## config.mk

```make
export PLATFORM = sky130hd
export DESIGN_NAME = mem_ctrl_flat
export DESIGN_NICKNAME = d
export VERILOG_FILES = /design/src/rtl/mem_ctrl_pkg.sv /design/src/rtl/mem_ctrl_if.sv /design/src/rtl/mem_ctrl.sv /design/src/flat_wrapper.sv
export SDC_FILE = /design/constraint.sdc
export NUM_CORES = 1
export LEC_CHECK = 0
export BUFFER_PORTS_ARGS = -buffer_cell sky130_fd_sc_hd__buf_4
export CAP_MARGIN = 0
export CORE_MARGIN = 8
export CORE_UTILIZATION = 45
export CTS_CLUSTER_SIZE = 24
export DETAILED_ROUTE_END_ITERATION = 6
export PLACE_DENSITY = 0.77
export SLEW_MARGIN = 20
export SYNTH_ARGS = -nofsm -noshare
export SYNTH_HDL_FRONTEND = slang
export SYNTH_SLANG_ARGS = --single-unit
```

## constraint.sdc

```tcl
create_clock -name clk -period 3.3 [get_ports clk]
set_input_delay 0.66 -clock clk [delete_from_list [all_inputs] [get_ports clk]]
set_output_delay 0.66 -clock clk [all_outputs]
set_load 0.05 [all_outputs]
```

## src/rtl/mem_ctrl_pkg.sv

```systemverilog
// Shared types and defaults for the RAM initiator (mem_ctrl).
// The optional address range check is enabled by defining MEM_CTRL_BOUNDS_EN.
package mem_ctrl_pkg;

    localparam int ADDR_W_DEF = 8;
    localparam int DATA_W_DEF = 32;

    typedef enum logic [2:0] {
        ST_IDLE  = 3'd0,
        ST_READ  = 3'd1,
        ST_CAPT  = 3'd2,
        ST_WRITE = 3'd3,
        ST_DONE  = 3'd4
    } state_t;

    function automatic logic out_of_range(input logic [31:0] addr, input int unsigned depth);
        return addr >= depth;
    endfunction

endpackage

```

## src/rtl/mem_ctrl_if.sv

```systemverilog
// CPU request bus plus RAM-side signals of mem_ctrl.
// The master modport is the environment (CPU control unit and RAM); slave is mem_ctrl.
interface mem_ctrl_if
    import mem_ctrl_pkg::*;
#(
    parameter int ADDR_W = ADDR_W_DEF,
    parameter int DATA_W = DATA_W_DEF
);
    logic              req;
    logic              we;
    logic [ADDR_W-1:0] addr;
    logic [DATA_W-1:0] wdata;
    logic              ready;
    logic              done;
    logic [DATA_W-1:0] rdata;
    logic              err;

    logic [ADDR_W-1:0] ram_address;
    logic [DATA_W-1:0] ram_data_in;
    logic              ram_write_enable;
    logic              ram_read_enable;
    logic [DATA_W-1:0] ram_data_out;

    modport master (
        output req, we, addr, wdata, ram_data_out,
        input  ready, done, rdata, err,
        input  ram_address, ram_data_in, ram_write_enable, ram_read_enable
    );

    modport slave (
        input  req, we, addr, wdata, ram_data_out,
        output ready, done, rdata, err,
        output ram_address, ram_data_in, ram_write_enable, ram_read_enable
    );
endinterface

```

## src/rtl/mem_ctrl.sv

```systemverilog
// Single-request initiator for a synchronous RAM with 1-cycle read latency.
// Define MEM_CTRL_BOUNDS_EN to reject accesses with addr >= MEM_DEPTH (done+err, no RAM access).
module mem_ctrl
    import mem_ctrl_pkg::*;
#(
    parameter int ADDR_W    = ADDR_W_DEF,
    parameter int DATA_W    = DATA_W_DEF,
    parameter int MEM_DEPTH = 256
) (
    input  logic       clk,
    input  logic       clear,
    mem_ctrl_if.slave  bus
);

    if (MEM_DEPTH < 1 || MEM_DEPTH > (1 << ADDR_W)) begin : g_bad_depth
        $error("mem_ctrl: MEM_DEPTH out of range for ADDR_W");
    end

    state_t            state;
    state_t            state_nxt;
    logic [ADDR_W-1:0] mar;
    logic [DATA_W-1:0] mdr;
    logic [DATA_W-1:0] rdata_q;
    logic              accept;
    logic              reject;
    logic              rejected_q;

    assign accept = (state == ST_IDLE) && bus.req;

`ifdef MEM_CTRL_BOUNDS_EN
    assign reject = out_of_range(32'(bus.addr), MEM_DEPTH);

    always_ff @(posedge clk or posedge clear) begin
        if (clear) begin
            rejected_q <= 1'b0;
        end else if (accept) begin
            rejected_q <= reject;
        end
    end
`else
    assign reject     = 1'b0;
    assign rejected_q = 1'b0;
`endif

    // NOTE: sequential state uses non-blocking assignments so every register samples pre-edge values.
    always_ff @(posedge clk or posedge clear) begin
        if (clear) begin
            state <= ST_IDLE;
        end else begin
            state <= state_nxt;
        end
    end

    always_ff @(posedge clk or posedge clear) begin
        if (clear) begin
            mar     <= '0;
            mdr     <= '0;
            rdata_q <= '0;
        end else begin
            if (accept) begin
                mar <= bus.addr;
                mdr <= bus.wdata;
            end
            if (state == ST_CAPT) begin
                rdata_q <= bus.ram_data_out;
            end
        end
    end

    // NOTE: next-state and output decoders assign defaults first so no latches are inferred.
    always_comb begin
        state_nxt = ST_IDLE;
        case (state)
            ST_IDLE: begin
                state_nxt = ST_IDLE;
                if (bus.req) begin
                    if (reject)      state_nxt = ST_DONE;
                    else if (bus.we) state_nxt = ST_WRITE;
                    else             state_nxt = ST_READ;
                end
            end
            ST_READ:  state_nxt = ST_CAPT;
            ST_CAPT:  state_nxt = ST_DONE;
            ST_WRITE: state_nxt = ST_DONE;
            ST_DONE:  state_nxt = ST_IDLE;
            default:  state_nxt = ST_IDLE;
        endcase
    end

    always_comb begin
        bus.ready            = 1'b0;
        bus.done             = 1'b0;
        bus.ram_read_enable  = 1'b0;
        bus.ram_write_enable = 1'b0;
        bus.ram_address      = '0;
        bus.ram_data_in      = '0;
        case (state)
            ST_IDLE: bus.ready = 1'b1;
            ST_READ: begin
                bus.ram_read_enable = 1'b1;
                bus.ram_address     = mar;
            end
            ST_WRITE: begin
                bus.ram_write_enable = 1'b1;
                bus.ram_address      = mar;
                bus.ram_data_in      = mdr;
            end
            ST_DONE: bus.done = 1'b1;
            default: ;
        endcase
    end

    assign bus.err   = (state == ST_DONE) && rejected_q;
    assign bus.rdata = rdata_q;

endmodule

```

## src/flat_wrapper.sv

```systemverilog
// flat-port wrapper written by rule: the top's interface ports become plain ports
module mem_ctrl_flat import mem_ctrl_pkg::*;
#(
    parameter int ADDR_W    = ADDR_W_DEF,
    parameter int DATA_W    = DATA_W_DEF,
    parameter int MEM_DEPTH = 256
)
  (clk, clear, bus_req, bus_we, bus_addr, bus_wdata, bus_ram_data_out, bus_ready, bus_done, bus_rdata, bus_err, bus_ram_address, bus_ram_data_in, bus_ram_write_enable, bus_ram_read_enable);
  mem_ctrl_if #(.ADDR_W(ADDR_W), .DATA_W(DATA_W)) bus_i ();
  input  logic clk;
  input  logic clear;
  input wire logic [$bits(bus_i.req)-1:0] bus_req;
  input wire logic [$bits(bus_i.we)-1:0] bus_we;
  input wire logic [$bits(bus_i.addr)-1:0] bus_addr;
  input wire logic [$bits(bus_i.wdata)-1:0] bus_wdata;
  input wire logic [$bits(bus_i.ram_data_out)-1:0] bus_ram_data_out;
  output wire logic [$bits(bus_i.ready)-1:0] bus_ready;
  output wire logic [$bits(bus_i.done)-1:0] bus_done;
  output wire logic [$bits(bus_i.rdata)-1:0] bus_rdata;
  output wire logic [$bits(bus_i.err)-1:0] bus_err;
  output wire logic [$bits(bus_i.ram_address)-1:0] bus_ram_address;
  output wire logic [$bits(bus_i.ram_data_in)-1:0] bus_ram_data_in;
  output wire logic [$bits(bus_i.ram_write_enable)-1:0] bus_ram_write_enable;
  output wire logic [$bits(bus_i.ram_read_enable)-1:0] bus_ram_read_enable;
  assign bus_i.req = bus_req;
  assign bus_i.we = bus_we;
  assign bus_i.addr = bus_addr;
  assign bus_i.wdata = bus_wdata;
  assign bus_i.ram_data_out = bus_ram_data_out;
  assign bus_ready = bus_i.ready;
  assign bus_done = bus_i.done;
  assign bus_rdata = bus_i.rdata;
  assign bus_err = bus_i.err;
  assign bus_ram_address = bus_i.ram_address;
  assign bus_ram_data_in = bus_i.ram_data_in;
  assign bus_ram_write_enable = bus_i.ram_write_enable;
  assign bus_ram_read_enable = bus_i.ram_read_enable;
  mem_ctrl #(.ADDR_W(ADDR_W), .DATA_W(DATA_W), .MEM_DEPTH(MEM_DEPTH)) u_core (.clk(clk), .clear(clear), .bus(bus_i));
endmodule
```

======== After elaboration in Yosys (flattened, before gate mapping) ========
Cells that the tools add are included.
storage, ports and cells
  register bits after elaboration ......... 75
  input bits .............................. 76
  output and inout port bits .............. 77
  word-level logic and storage cells ...... 21
cells by class
  equality and inequality tests ........... 4
  reduce and logical (&&, ||, !) cells .... 4
  muxes and demuxes ....................... 9
operators by type and width
  kind                                                                   number
  32-bit two-way mux                                                     1
  3-bit one-hot mux with 3 select lines                                  1
  8-bit two-way mux                                                      1
  3-bit by 2-bit equality test with 1-bit output, second input constant  2
  1-bit two-way mux                                                      4
  2-bit OR reduction                                                     2
  3-bit by 1-bit equality test with 1-bit output, second input constant  1
  3-bit equality test, second input constant                             1
  3-bit logical NOT                                                      1
  3-bit two-way mux                                                      1
  2-bit two-way mux                                                      1
  1-bit logical AND                                                      1

======== Logic depth before layout (Yosys ltp) ========
Gate-level depths: netlist (run 1).
  word-level depth ........................ 3
  depth in mapped cells ................... 4
  mapped depth without buffers ............ 2

======== Least setup slack after synthesis (run 1) ========
No wires, ideal clock.
  kind .................................... register to output
  start point ............................. reg u_core.state[2]
  end point ............................... out bus_ram_data_in[22]
  arrival ................................. 1.883 ns
  cell stages (with the launch flop) ...... 5
  buffers on the path ..................... 2
  setup slack ............................. 0.757 ns
  path through ............................ dfrtp_1 buf_2 and3b_1 clkbuf_1 and2_1
on the way
  cells in the longest elaborated chain, start to end .. 2
ends and longest elaborated chain
  item                                            RTL line            text
  start, declared                                 mem_ctrl.sv:19      state_t state;
  start signal, assigned                          mem_ctrl.sv:50      state <= state_nxt;
  3-bit by 2-bit equality test with 1-bit output  mem_ctrl.sv:97      case (state)
  32-bit two-way mux                              mem_ctrl.sv:97
  end, declared                                   flat_wrapper.sv:22  output wire logic [$bits(bus_i.ram_data_in)-1:0] bus_ram_data_in;
Every way passes these cells.

======== Worst setup path after layout (run 1) ========
  start point ............................. reg u_core.state[2]
  end point ............................... out bus_ram_data_in[11]
The elaborated chain is that of the path after synthesis.

==> metrics.txt, run 1 <==
register area share after synthesis=59.6%; CP cell instances=and3b_1, buf_4, and2_1, buf_4; PnR worst setup slack=0.594 ns; drt pass-1 iters=4; cell family with most CP delay=simple AND/OR/NAND/NOR gates; Final Setup Violations=0; core area=6790 um2; Critical R2R Capture=u_core.mar[1]; Crit. Startpoint=u_core.state[2]; Finished Layout Cells=467; leakage=2.20 nW; fin util=67.1%; status=completed; Routed Antenna Nets=0; fin crit period=2.71 ns; global-route wire length before repair=12.4 mm; starting density of the core=46.3%; most frequent cells in the layout=buf_4 (155), dfrtp_1 (75), mux2_2 (72); port bufs=151; vias in the first global route=2440; cell row count=30; Final Skew=0.0136 ns; Die Y=99.6 um; Reg2Reg Depth=3; n_diodes=0; FF-to-FF Start=u_core.state[1]; DR vias=2175; # nets final=442; Buf+Inv Stages, Crit Path=2; DIE AREA=9930 um2; WP data arrival=2.05 ns; setup bufs post-CTS=0; Clk pin slew, worst setup/hold paths=0.07 ns; # H-tree levels=3; Critical Path RT=2.64 ns; Max VDD drop=0.708 mV; flop and latch count out of synthesis=75; pwr dens=1080 nW/um2; CP Class=flop to primary output; DP Cell Count=451; worst skew pair latency=0.34 ns; initial antenna violation count=0; DR WL/cell=16.8 um; layout cells sized above 1=66.6%; period utilization=82.0%; total track usage=15.9%; Worst Setup Start Kind=flop; DRT Wirelength=7.83 mm; hold_ws=0.419 ns; Slowest-stage cell, CP=and3b_1; die width=99.6 um; Critical Path Fanout Max=17; DRC Markers=0; r2r setup slk=1.64 ns; Slew headroom=55.8%; number of CTS-inserted buffers=9; RSZ-0062 raised after global routing=no; hold_buf cts=0; Yosys warnings=0; clk sink count=75; Syn Nets=289; Crit path largest cell delay=0.57 ns; Mean Syn Cell Area=14.8 um2; CTS tree=done; pre-CTS setup slack=0.895 ns; Fin. Hold Viols=0; vias per std cell=4.66; GRT overflow=0; FMAX=370 MHz; Bufs on Longest Clock Path=2; post-cts resize count=0; top cell type's share of synthesized area=59.6%; # IOs=153; Setup crit end kind=primary output; Synth cell types=16; top cell type by total area after synthesis=dfrtp_1; global placer's final weighted congestion=0.673; largest net degree at the start of global routing=45; setup TNS=0 ns; most common cell after layout, fill and taps aside=buf_4; DRT iter0 DRCs=37; Synth area leaders=dfrtp_1 (60%), mux2_2 (26%), and2_1 (8.0%), buf_6 (2.1%), buf_4 (0.95%); Synth Instances=213; Mapped Area=3150 um2; Area growth syn-to-layout=44.8%; Slew @ Worst Pin=0.661 ns; post-DP HPWL=6.03 mm; Max Cap Viol=0; most frequent CP cell=buf_4; Slew Viols, Final=0; CTS Root Buffer Type=clkbuf_8; HP Class=primary input to async pin
-- kinds of logic after synthesis --
group,Yosys count,synth area share (%)
other cells,1,0.119
simple gates,49,10.6
flops,75,59.6
buf+inv,15,3.74
compound gates,1,0.159
mux,72,25.8
-- cell usage after synthesis --
library cell and n:
clkbuf_1 3, buf_6 6, nor2b_1 2, nor4b_4 1, dfrtp_1 75, nor3b_1 2, and3b_1 1, and2_1 40
buf_2 1, nor3_1 2, inv_1 1, buf_4 4, a21oi_1 1, mux2_2 72, conb_1 1, nor3b_2 1
-- routing by layer --
| layer | vias to the layer above | global-route usage (%) | routed length [um] |
|---|---|---|---|
| met4 | 0 | 6.64 | 119 |
| li1 | 1034 | - | - |
| met2 | 104 | 23.9 | 3540 |
| met3 | 10 | 10.9 | 1180 |
| met1 | 1027 | 17.0 | 2990 |
| met5 | - | 0 | 0 |
-- state kept, by name (all words and copies together), names as in the netlist --
name,count
u_core.state,3
u_core.mdr,32
u_core.mar,8
u_core.bus.rdata,32
-- worst max path at each step --
stage                     slack (ns)             endpoint  cells past startpoint
after floorplan                 0.73  u_core.bus.rdata[0]                      1
after global placement           1.0  bus_ram_data_in[12]                      4
after detailed placement        0.89   bus_ram_data_in[9]                      4
after CTS                       0.52   bus_ram_data_in[9]                      4
after global routing            0.45   bus_ram_data_in[7]                      4
final                           0.59  bus_ram_data_in[11]                      4
-- where the power goes --
group	internal (mW)	total, mW	switching [mW]
sequential	1.39	1.65	0.259
combinational	1.00	2.55	1.55
clock	0.409	0.731	0.322
-- stage by stage --
step | total power [mW] | area, um2
global placement | 4.19 | 4340
detailed placement | 4.25 | 4340
floorplan | 3.52 | 3150
global route | 5.19 | 4560
finish | 4.93 | 4560
CTS | 5.00 | 4560
-- cell type report --
| class | count | area [um2] |
|---|---|---|
| tap | 96 | 120 |
| fill | 547 | 2240 |
| multi-input combinational | 123 | 1160 |
| clock inverter | 4 | 47.5 |
| sequential | 75 | 1880 |
| inverter | 1 | 3.75 |
| timing repair buffer | 156 | 1180 |
| clock buffer | 12 | 165 |
Power figures use the tool's default switching activity.
==> run 2: changes to the inputs <==
--- a/config.mk
+++ b/config.mk
@@ -8,10 +8,10 @@
 export BUFFER_PORTS_ARGS = -buffer_cell sky130_fd_sc_hd__buf_4
 export CAP_MARGIN = 0
 export CORE_MARGIN = 8
-export CORE_UTILIZATION = 45
+export CORE_UTILIZATION = 41
 export CTS_CLUSTER_SIZE = 24
 export DETAILED_ROUTE_END_ITERATION = 6
-export PLACE_DENSITY = 0.77
+export PLACE_DENSITY = 0.74
 export SLEW_MARGIN = 20
 export SYNTH_ARGS = -nofsm -noshare
 export SYNTH_HDL_FRONTEND = slang
==> constraint.sdc (replaced) <==
create_clock -name clk -period 2.35 [get_ports clk]
set_input_delay 0.47 -clock clk [delete_from_list [all_inputs] [get_ports clk]]
set_output_delay 0.47 -clock clk [all_outputs]
set_load 0.05 [all_outputs]
==> run 2 against run 1 <==
  * Flip-flop and latch count unchanged
  * Global-route usage down 1.3 points
  * Largest cell class unchanged
  * Non-clock buffer count up 1
  * Final cell count up 1.3%
  * Combinational power up 41%
==> metrics.txt, run 2 (synthesis results as in run 1) <==
status=completed; drt pass-1 iters=4; layout cells sized above 1=66.0%; starting density of the core=41.6%; CTS Root Buffer Type=clkbuf_8; vias in the first global route=2493; Final Skew=0.00768 ns; Slew @ Worst Pin=0.583 ns; Slew Viols, Final=0; post-DP HPWL=5.97 mm; FMAX=466 MHz; setup TNS=0 ns; fin util=60.1%; DRT Wirelength=7.75 mm; RSZ-0062 raised after global routing=no; Bufs on Longest Clock Path=2; global-route wire length before repair=12.7 mm; Final Setup Violations=0; Clk pin slew, worst setup/hold paths=0.07 ns; Critical Path RT=1.88 ns; Reg2Reg Depth=3; GRT overflow=0; most frequent CP cell=buf_4; initial antenna violation count=0; FF-to-FF Start=u_core.state[1]; setup bufs post-CTS=0; global placer's final weighted congestion=0.664; DR vias=2186; HP Class=primary input to async pin; hold_buf cts=0; Slew headroom=61.1%; r2r setup slk=0.71 ns; # IOs=153; total track usage=14.6%; Buf+Inv Stages, Crit Path=2; core area=7570 um2; die width=104 um; DIE AREA=10700 um2; # H-tree levels=3; fin crit period=2.15 ns; CTS tree=done; # nets final=443; Max VDD drop=0.819 mV; vias per std cell=4.62; WP data arrival=1.68 ns; cell row count=32; DRT iter0 DRCs=64; DRC Markers=0; cell family with most CP delay=flip-flops; Fin. Hold Viols=0; Critical Path Fanout Max=18; Crit path largest cell delay=0.50 ns; period utilization=91.4%; Worst Setup Start Kind=flop; most common cell after layout, fill and taps aside=buf_4; CP Class=flop to primary output; Area growth syn-to-layout=44.5%; number of CTS-inserted buffers=9; DR WL/cell=16.4 um; Slowest-stage cell, CP=dfrtp_1; largest net degree at the start of global routing=41; Max Cap Viol=0; Critical R2R Capture=u_core.bus.rdata[11]; worst skew pair latency=0.33 ns; leakage=2.19 nW; port bufs=151; clk sink count=75; CP cell instances=and3b_1, buf_4, and2_1, buf_4; Die Y=104 um; post-cts resize count=0; pwr dens=1480 nW/um2; Setup crit end kind=primary output; n_diodes=0; Routed Antenna Nets=0; most frequent cells in the layout=buf_4 (154), dfrtp_1 (75), mux2_2 (72)
-- run 2: changes by cell type in the layout (fill, tap and decap cells not counted), sizes merged --
cell and delta:
buf +1, bufinv -1, clkinv +1, inv -1
-- run 2: cell type report --
cell class,instances,area [um2]
multi-input cells,123,1160
clock inverters,3,15.0
well taps,102,128
inverters,1,7.51
fillers,629,3020
clock buffers,12,145
flip-flops and latches,75,1880
repair buffers,157,1220
-- run 2: metal layers --
metal	routed length (um)	global-route usage [%]
met4	108	5.98
met1	3080	16.3
met2	3850	23.8
met3	707	6.38
met5	0	0
-- run 2: worst max-delay path by stage --
stage               slack (ns)  cells past startpoint                  end            start
global route              0.08                      4  bus_ram_data_in[21]  u_core.state[2]
finish                    0.20                      4   bus_ram_data_in[6]  u_core.state[2]
CTS                       0.18                      4   bus_ram_data_in[6]  u_core.state[2]
global placement          0.57                      4   bus_ram_data_in[4]  u_core.state[2]
detailed placement        0.56                      4   bus_ram_data_in[6]  u_core.state[2]
floorplan                 0.21                      2             bus_done  u_core.state[2]
-- run 2: power breakdown --
| part | internal (mW) | switching (mW) |
|---|---|---|
| sequential | 1.96 | 0.350 |
| combinational | 1.42 | 2.18 |
| clock | 0.402 | 0.431 |
-- run 2: per-stage QoR --
stage / power (mW) / cells / cell area, um2 / setup slack [ns] / hold slack [ns]
after floorplan: 4.94 / 213 / 3150 / 0.214 / 0.472
after global placement: 5.89 / 458 / 4390 / 0.572 / 0.481
after CTS: 6.83 / 473 / 4550 / 0.178 / 0.192
after global routing: 7.10 / 473 / 4550 / 0.0826 / 0.220
after detailed placement: 5.98 / 458 / 4390 / 0.557 / 0.487
final: 6.74 / 473 / 4550 / 0.203 / 0.195
==> run 3: changes to the inputs <==
==> constraint.sdc (replaced) <==
create_clock -name clk -period 2.35 [get_ports clk]
set_input_delay 0.1175 -clock clk [delete_from_list [all_inputs] [get_ports clk]]
set_output_delay 0.1175 -clock clk [all_outputs]
set_load 0.05 [all_outputs]
==> run 3 against run 2 <==
  * Worst setup slack better by 0.10 ns
  * Flip-flop and latch count unchanged
  * Global-route usage rose by 1.1 points
  * Utilization increased by 7.1 points
  * Clock power is 28% higher
  * Non-clock buffer count up 51
  * Die area did not move
  * Largest power group unchanged
  * Via count is 9.8% higher
  * Cell area up 12%
  * Final cell count increased by 11%
==> metrics.txt, run 3 (synthesis results as in run 1) <==
initial antenna violation count=0; Fin. Hold Viols=0; Max Cap Viol=0; port bufs=151; GRT overflow=0; Buf+Inv Stages, Crit Path=2; DR WL/cell=16.0 um; global-route wire length before repair=13.9 mm; cell row count=32; setup bufs post-CTS=0; Slowest-stage cell, CP=dfrtp_1; Setup crit end kind=primary output; Final Cell Area=5090 um2; global placer's final weighted congestion=0.671; # H-tree levels=3; die width=104 um; Slew Viols, Final=0; # nets final=494; most frequent cells in the layout=buf_4 (156), dfrtp_1 (75), mux2_2 (72); CTS tree=done; CP Class=flop to primary output; WP data arrival=1.93 ns; n_diodes=0; most frequent CP cell=buf_4; period utilization=87.1%; # IOs=153; total track usage=15.7%; fin crit period=2.05 ns; clk sink count=75; DRT iter0 DRCs=51; Die Y=104 um; most common cell after layout, fill and taps aside=buf_4; largest net degree at the start of global routing=56; CP cell instances=and3b_1, buf_4, and2_1, buf_4; HP Class=primary input to flop; Crit path largest cell delay=0.50 ns; Final Setup Violations=0; Critical Path RT=2.23 ns; DR vias=2401; leakage=2.42 nW; Clk pin slew, worst setup/hold paths=0.08 ns; Bufs on Longest Clock Path=2; worst skew pair latency=0.34 ns; Fillers=546; DIE AREA=10700 um2; Worst Setup Start Kind=flop; DRC Markers=0; layout cells sized above 1=58.4%; starting density of the core=41.6%; FMAX=489 MHz; Area growth syn-to-layout=61.6%; setup TNS=0 ns; drt pass-1 iters=3; number of CTS-inserted buffers=9; core area=7570 um2; cell family with most CP delay=simple AND/OR/NAND/NOR gates; pwr dens=1390 nW/um2; RSZ-0062 raised after global routing=no; DRT Wirelength=8.42 mm; Critical Path Fanout Max=25; post-DP HPWL=5.97 mm; vias in the first global route=2775; vias per std cell=4.57; Max VDD drop=0.931 mV; CTS Root Buffer Type=clkbuf_8; Routed Antenna Nets=0; status=completed; Final Skew=0.0100 ns; fin util=67.2%; placed inst area=4360 um2
run 3: cell types whose count changed in the layout (fill, tap and decap cells not counted), sizes merged:
cell         change
dlygate4sd3     +51
bufinv           +2
clkbuf           -2
inv              +1
run 3: metal layers:
metal / up-vias / GRT usage [%] / wire length (um)
met5: - / 0 / 0
met4: 0 / 5.67 / 108
met3: 11 / 8.86 / 1000
met2: 109 / 25.2 / 3990
met1: 1157 / 16.9 / 3320
li1: 1124 / - / -
run 3: worst reg2reg max path: stages, from the launching register on:
cell,delay (ns)
dfrtp_1,0.49
nor4b_4,0.34
buf_4,0.35
mux2_2,0.39
run 3: repair_timing:
action	in CTS	in global routing
hold buffers	47	4
endpoints found under the hold margin	66	4
gates resized for setup	0	0
run 3: path summary, 6_finish.rpt:
check | startpoint | to | slack, ns | depth (start not counted)
worst max-delay path | u_core.state[2] | bus_ram_data_in[10] | 0.30 | 4
worst min-delay path | bus_ram_data_out[27] | u_core.bus.rdata[27] | 0.01 | 2
worst max register to register | u_core.state[0] | u_core.mdr[1] | 0.67 | 3
worst min register to register | u_core.mdr[10] | u_core.mdr[10] | 0.50 | 1
max in group asynchronous | clear | u_core.mdr[10] | 1.32 | 4
min in group asynchronous | clear | u_core.bus.rdata[16] | 0.36 | 3
run 3: where the power goes:
| group | switching, mW | total (mW) | internal (mW) |
|---|---|---|---|
| Sequential | 0.364 | 2.32 | 1.95 |
| Clock | 0.466 | 1.07 | 0.600 |
| Combinational | 2.20 | 3.67 | 1.47 |
| Total | 3.03 | 7.05 | 4.02 |
run 3: final cells by class:
cell class	instances	area (um2)	area share [%]
Sequential cell	75	1880	36.9
Inverter	1	3.75	0.0738
Clock buffer	10	128	2.51
Tap cell	102	128	2.51
Multi-Input combinational cell	123	1160	22.8
Timing Repair Buffer	208	1700	33.5
Clock inverter	6	90.1	1.77
run 3: stage by stage:
step,total power [mW],setup slack [ns],std cells,hold WS [ns]
2_1_floorplan,4.94,0.323,213,0.269
3_3_place_gp,5.87,0.680,458,0.166
3_5_place_dp,5.97,0.634,458,0.173
4_1_cts,7.11,0.257,521,0.0000903
5_1_grt,7.42,0.132,525,0.00120
6_report,7.05,0.304,525,0.0134
